<file path="config.mk">
export PLATFORM = sky130hd
export DESIGN_NAME = nabp_image_writer
export DESIGN_NICKNAME = d
export VERILOG_FILES = /design/src/rtl/nabp_image_writer.sv
export SDC_FILE = /design/constraint.sdc
export NUM_CORES = 1
export LEC_CHECK = 0
export CAP_MARGIN = 20
export CELL_PAD_IN_SITES_DETAIL_PLACEMENT = 1
export CELL_PAD_IN_SITES_GLOBAL_PLACEMENT = 1
export CORE_MARGIN = 2
export CORE_UTILIZATION = 35
export CTS_CLUSTER_SIZE = 10
export DETAILED_ROUTE_END_ITERATION = 8
export MAX_ROUTING_LAYER = met4
export PLACE_DENSITY_LB_ADDON = 0.05
export SLEW_MARGIN = 15
export SYNTH_ARGS = -nofsm -noshare
export SYNTH_HDL_FRONTEND = slang
export SYNTH_SLANG_ARGS = --single-unit
export TNS_END_PERCENT = 5
</file>
<file path="constraint.sdc">
create_clock -name clk -period 11.7 [get_ports clk]
set_clock_uncertainty 0.05 [all_clocks]
set_input_delay 2.34 -clock clk [delete_from_list [all_inputs] [get_ports clk]]
set_output_delay 2.34 -clock clk [all_outputs]
set_load 0.02 [all_outputs]
</file>
<file path="src/rtl/nabp_image_writer.sv">
// Back-projection image writer: buffers PE beats, scales and saturates each lane's
// accumulator, and writes one pixel per cycle to image RAM with a frame-done pulse.
module nabp_image_writer #(
   parameter int NO_OF_PE    = 4,
   parameter int ACC_W       = 24,
   parameter int PIX_W       = 16,
   parameter int FRAC_SHIFT  = 8,
   parameter int X_W         = 8,
   parameter int Y_W         = 8,
   parameter int IMAGE_W     = 256,
   parameter int IMAGE_H     = 256,
   parameter int PART_STRIDE = 64,
   parameter int ADDR_W      = 16
) (
   input  logic                      clk,
   input  logic                      reset,
   input  logic                      pe_valid,
   output logic                      pe_ready,
   input  logic [NO_OF_PE*ACC_W-1:0] pe_vals,
   input  logic [X_W-1:0]            pe_x,
   input  logic [Y_W-1:0]            pe_y,
   input  logic                      pe_last,
   input  logic                      im_ready,
   output logic                      im_we,
   output logic [ADDR_W-1:0]         im_addr,
   output logic [PIX_W-1:0]          im_data,
   output logic                      done,
   output logic [15:0]               skipped
);

   localparam int          LANE_W  = (NO_OF_PE > 1) ? $clog2(NO_OF_PE) : 1;
   localparam int          ROW_W   = Y_W + $clog2(NO_OF_PE * PART_STRIDE);
   localparam logic [63:0] PIX_MAX = (64'd1 << PIX_W) - 64'd1;

   typedef enum logic [1:0] {S_IDLE, S_WRITE, S_DONE} state_t;

   function automatic logic [PIX_W-1:0] sat_pix(input logic signed [ACC_W-1:0] acc);
      logic signed [ACC_W-1:0] sh;
      sh = acc >>> FRAC_SHIFT;
      if (sh < 0)
         sat_pix = '0;
      else if (64'($unsigned(sh)) > PIX_MAX)
         sat_pix = '1;
      else
         sat_pix = PIX_W'($unsigned(sh));
   endfunction

   logic [NO_OF_PE*ACC_W-1:0] r_fifo_vals [2];
   logic [X_W-1:0]            r_fifo_x    [2];
   logic [Y_W-1:0]            r_fifo_y    [2];
   logic                      r_fifo_last [2];
   logic                      r_wptr;
   logic                      r_rptr;
   logic [1:0]                r_count;
   logic                      r_ready;

   state_t                    r_state;
   state_t                    w_state_nx;
   logic [LANE_W-1:0]         r_lane;
   logic [LANE_W-1:0]         w_lane_nx;
   logic [15:0]               r_skipped;

   logic                      w_push;
   logic                      w_pop;
   logic                      w_we;
   logic                      w_skip;
   logic                      w_adv;
   logic                      w_done;
   logic                      w_oor;
   logic [1:0]                w_count_nx;
   logic [ROW_W-1:0]          w_row;
   logic [ADDR_W-1:0]         w_addr;
   logic signed [ACC_W-1:0]   w_acc;
   logic [PIX_W-1:0]          w_pix;

   assign w_push     = pe_valid & r_ready;
   assign w_count_nx = r_count + {1'b0, w_push} - {1'b0, w_pop};

   // Ready is registered from next occupancy so RAM backpressure never reaches pe_ready combinationally.
   always_ff @(posedge clk) begin
      if (reset) begin
         r_wptr  <= 1'b0;
         r_rptr  <= 1'b0;
         r_count <= 2'd0;
         r_ready <= 1'b0;
      end else begin
         if (w_push) r_wptr <= ~r_wptr;
         if (w_pop)  r_rptr <= ~r_rptr;
         r_count <= w_count_nx;
         r_ready <= (w_count_nx != 2'd2);
      end
   end

   always_ff @(posedge clk) begin
      if (w_push) begin
         r_fifo_vals[r_wptr] <= pe_vals;
         r_fifo_x[r_wptr]    <= pe_x;
         r_fifo_y[r_wptr]    <= pe_y;
         r_fifo_last[r_wptr] <= pe_last;
      end
   end

   // The head stays in the buffer while its lanes are written; it is popped after the last lane.
   always_comb begin
      w_acc  = signed'(r_fifo_vals[r_rptr][ACC_W*r_lane +: ACC_W]);
      w_row  = ROW_W'(r_fifo_y[r_rptr]) + ROW_W'(r_lane) * ROW_W'(PART_STRIDE);
      w_oor  = (32'(w_row) >= 32'(IMAGE_H)) || (32'(r_fifo_x[r_rptr]) >= 32'(IMAGE_W));
      w_addr = ADDR_W'(w_row) * ADDR_W'(IMAGE_W) + ADDR_W'(r_fifo_x[r_rptr]);
      w_pix  = sat_pix(w_acc);
   end

   always_ff @(posedge clk) begin
      if (reset) begin
         r_state   <= S_IDLE;
         r_lane    <= '0;
         r_skipped <= '0;
      end else begin
         r_state <= w_state_nx;
         r_lane  <= w_lane_nx;
         if (w_skip && (r_skipped != 16'hFFFF))
            r_skipped <= r_skipped + 16'd1;
      end
   end

   always_comb begin
      w_state_nx = r_state;
      w_lane_nx  = r_lane;
      w_pop      = 1'b0;
      w_we       = 1'b0;
      w_skip     = 1'b0;
      w_adv      = 1'b0;
      w_done     = 1'b0;
      case (r_state)
         S_IDLE: begin
            if (r_count != 2'd0) begin
               w_state_nx = S_WRITE;
               w_lane_nx  = '0;
            end
         end
         S_WRITE: begin
            w_skip = w_oor;
            w_we   = ~w_oor;
            w_adv  = w_oor | im_ready;
            if (w_adv) begin
               if (r_lane == LANE_W'(NO_OF_PE - 1)) begin
                  w_pop     = 1'b1;
                  w_lane_nx = '0;
                  if (r_fifo_last[r_rptr])
                     w_state_nx = S_DONE;
                  else if (r_count == 2'd2)
                     w_state_nx = S_WRITE;
                  else
                     w_state_nx = S_IDLE;
               end else begin
                  w_lane_nx = r_lane + LANE_W'(1);
               end
            end
         end
         S_DONE: begin
            w_done     = 1'b1;
            w_state_nx = S_IDLE;
         end
         default: w_state_nx = S_IDLE;
      endcase
   end

   assign pe_ready = r_ready;
   assign im_we    = w_we;
   assign im_addr  = w_we ? w_addr : '0;
   assign im_data  = w_we ? w_pix : '0;
   assign done     = w_done;
   assign skipped  = r_skipped;

endmodule

</file>
==> results.py <==
metrics = {
    "run_status": {
        "outcome": "complete, no violations",
    },
    "timing": {
        "period_minus_slack_ps": 7410,
        "tns_ps": 0,
        "rsz0062_at_grt": "no",
        "period_share_pct": 63.3,
        "slew_headroom_pct": 32.7,
        "setup_viol_count_final": 0,
        "finalWorstSetupSlack_ps": 4290,
        "hold_viol": 0,
        "max_clock_freq_ghz": 0.135,
        "worst-slew-pin-transition_ps": 1010,
        "slew_viol_final": 0,
    },
    "die": {
        "core-area_um2": 20900,
        "die_x_um": 149,
        "ios": 168,
        "start_util_pct": 35.4,
        "fp.dieH_um": 149,
        "dieArea_um2": 22300,
        "num_rows": 53,
    },
    "synth": {
        "yosysTopAreaCellShare_pct": 65.7,
        "synth-xor-area-share_pct": 0.473,
        "yosys.area_share.simple_pct": 7.47,
        "synth_largest_area_cell": "edfxtp_1",
        "synthFlopType": "edfxtp_1",
        "synth_edf_count": 162,
        "syn_area_per_cell_um2": 16.9,
        "postSynthNetCount": 562,
        "ys_warn_count": 0,
        "muxShareOfSynthArea_pct": 12.2,
        "synth_compound_area_share_pct": 4.39,
        "ys_ff_latch": 188,
        "synth.yosys.seq_area_share_pct": 72.7,
        "ys_top_cells_by_area": "edfxtp_1 66%, mux4_2 9.7%, dfxtp_1 7.0%, mux2i_1 2.3%, nand2_1 2.0%",
        "syn_area_um2": 7400,
        "synth_adder_area_share_pct": 1.12,
        "async_flop_share_pct": 0,
        "synth.distinct_cells": 48,
        "synth_top_family_by_area": "multiplexers",
        "synthCells": 439,
    },
    "placement": {
        "pre_cts_ws_ps": 4420,
        "dp_hpwl_um": 10300,
        "gp_congestion": 0.734,
        "numPortBuffers": 134,
        "placed_cell_area_um2": 9030,
    },
    "cts": {
        "cts-buffers-inserted": 17,
        "holdBufCountCts": 0,
        "cts_setup_buffers": 0,
        "clockBufferDepth": 2,
        "clkSinkCount": 188,
        "cts_tree": "built",
        "clkTransAtPathRegs_ps": 60,
        "htreeDepth": 4,
        "root_buffer": "clkbuf_16",
        "cts.repair.resized": 0,
        "insertion_delay_ps": 430,
    },
    "critical_path": {
        "endpoint_kind": "primary output",
        "crit_path_top_delay_cell": "clkinv_1",
        "worst-r2r-cell-count": 6,
        "cp_max_fo": 19,
        "timing.rr.end": "skipped[14]",
        "path_class": "reg -> out",
        "crit_family": "buffers and inverters",
        "path_cells": "clkinv_1, fa_1, nand3b_1, inv_1, nand3_1, a21oi_1, clkdlybuf4s50_1",
        "crit_cells": 7,
        "cp_num_buf_inv": 3,
        "crit_end": "im_data[9]",
        "required_ps": 9310,
        "startpoint_type": "register",
        "worst_path_largest_cell_delay_ps": 870,
        "r2r_start": "r_lane[1]",
        "reg2reg_slack_ps": 7580,
        "cp-startpoint": "r_lane[1]",
        "cp.arrival_ps": 5020,
    },
    "global_route": {
        "grt_pass1_vias": 4769,
        "overflow": 0,
        "antenna_found_initial": 0,
        "grt_pass1_wl_um": 25400,
        "grt_usage_pct": 15.7,
        "grt_max_degree": 51,
    },
    "final_layout": {
        "fillers": 2026,
        "fin_area_um2": 9630,
        "area_growth_pct": 30.0,
        "drive_gt1_share_pct": 12.4,
        "nNetsFinal": 699,
        "diodes": 0,
    },
    "route": {
        "routedWlPerCell_um": 18.9,
        "viasPerCell": 4.97,
        "dr.first_iter.drc_count": 142,
        "wirelength_um": 16300,
        "drc": 0,
        "ant_nets": 0,
        "firstDrtPassIters": 4,
        "vias": 4290,
    },
    "power": {
        "ir_drop_mv": 0.103,
        "power.leakage_nw": 3.04,
        "p_per_area_nw_per_um2": 148,
        "internal-power_mw": 1.11,
        "seqPwrFrac_pct": 53.6,
        "power_mw": 1.43,
        "power_switching_mw": 0.317,
        "switching_share_pct": 22.2,
        "clkPwrFrac_pct": 39.1,
        "pwr-share-comb_pct": 7.4,
    },
    "worst_hold_path": {
        "hold_class": "reg -> reg",
    },
    "job": {
        "cap_violations": 0,
    },
}
final cells by class:
type                            instances  area [um^2]  share of cell area [%]
Inverter                                8         30.0                   0.312
Clock buffer                           19          433                    4.50
Tap cell                              275          344                    3.57
Timing Repair Buffer                  137         1380                    14.4
Clock inverter                         13          133                    1.38
Sequential cell                       188         5390                    56.0
Multi-Input combinational cell        224         1910                    19.9
power by group through the flow:
stage / registers [mW] / logic [mW] / clock network [mW]
2_1_floorplan: 0.777 / 0.0481 / 0
3_3_place_gp: 0.778 / 0.103 / 0
5_1_grt: 0.767 / 0.114 / 0.599
4_1_cts: 0.765 / 0.106 / 0.576
3_5_place_dp: 0.780 / 0.106 / 0
6_report: 0.764 / 0.105 / 0.557
synthesized netlist by cell type, types with 2 or more instances:
master,count
mux2i_1,17
nor2_1,24
buf_2,4
nand3_1,6
nor2b_1,3
buf_1,3
ha_1,5
o21ai_0,6
nand4_1,4
nor4_1,2
o31ai_1,5
nand3b_1,3
or4_1,5
clkbuf_1,9
edfxtp_1,162
or3b_1,2
dfxtp_1,26
o21ai_1,4
xor2_1,2
a21oi_1,29
and3_1,5
mux4_2,32
xnor2_1,2
nand2b_1,3
inv_1,7
nor3_1,2
nand2_1,39
buf_4,3
o41ai_1,2
or3_1,5
state kept, by name, indices dropped and copies added, names as in the netlist, named ones only:
signal / cells
pe_ready: 1
r_lane: 2
r_rptr: 1
r_state: 2
r_fifo_vals: 128
r_count: 2
r_fifo_last: 2
r_wptr: 1
r_fifo_y: 16
skipped: 16
r_fifo_x: 16
cells by family (layout without fill, tap and decap cells):
| logic type | Yosys count | count (layout) |
|---|---|---|
| flops | 188 | 188 |
| simple gates | 109 | 109 |
| compound gates | 54 | 54 |
| mux | 50 | 50 |
| buf+inv | 27 | 177 |
| fa+ha+maj | 6 | 6 |
| xor+xnor | 4 | 4 |
| other cells | 1 | 1 |
stage by stage:
step	utilization [%]	hold slack, ps	cells
after floorplan	-	431	439
after global routing	46.1	512	864
final	46.1	469	864
after detailed placement	43.3	457	831
after CTS	46.0	475	863
after global placement	43.3	445	831
layer usage:
| layer | vias to the layer above | global-route usage, % | part of all wire (%) |
|---|---|---|---|
| met3 | 15 | 3.84 | 4.4 |
| met4 | 0 | 5.19 | 1.2 |
| li1 | 2002 | - | - |
| met1 | 2177 | 18.0 | 41 |
| met2 | 96 | 27.0 | 54 |
| met5 | - | - | 0 |
cell usage in the layout, fill, tap and decap left out, types with 7 or more instances in the layout:
master,count
edfxtp_1,162
clkdlybuf4s50_1,134
nand2_1,39
mux4_2,32
a21oi_1,29
dfxtp_1,24
nor2_1,23
mux2i_1,17
clkbuf_16,17
inv_1,7
worst min path at each step:
| stage | start | to | slack [ps] | cells after the start |
|---|---|---|---|---|
| floorplan | r_rptr | register | 430 | 2 |
| global placement | r_rptr | r_rptr | 450 | 2 |
| detailed placement | r_rptr | register | 460 | 2 |
| CTS | r_rptr | register | 470 | 2 |
| global route | r_rptr | register | 510 | 2 |
| finish | r_rptr | register | 470 | 2 |
worst register-to-register path, stage by stage, from the launching register on:
cell and delay (ps):
dfxtp_1 860, clkinv_1 870, fa_1 760, or3b_1 500, or4_4 560, o311ai_2 240
o41ai_1 120
(Power assumes the default switching activity.)
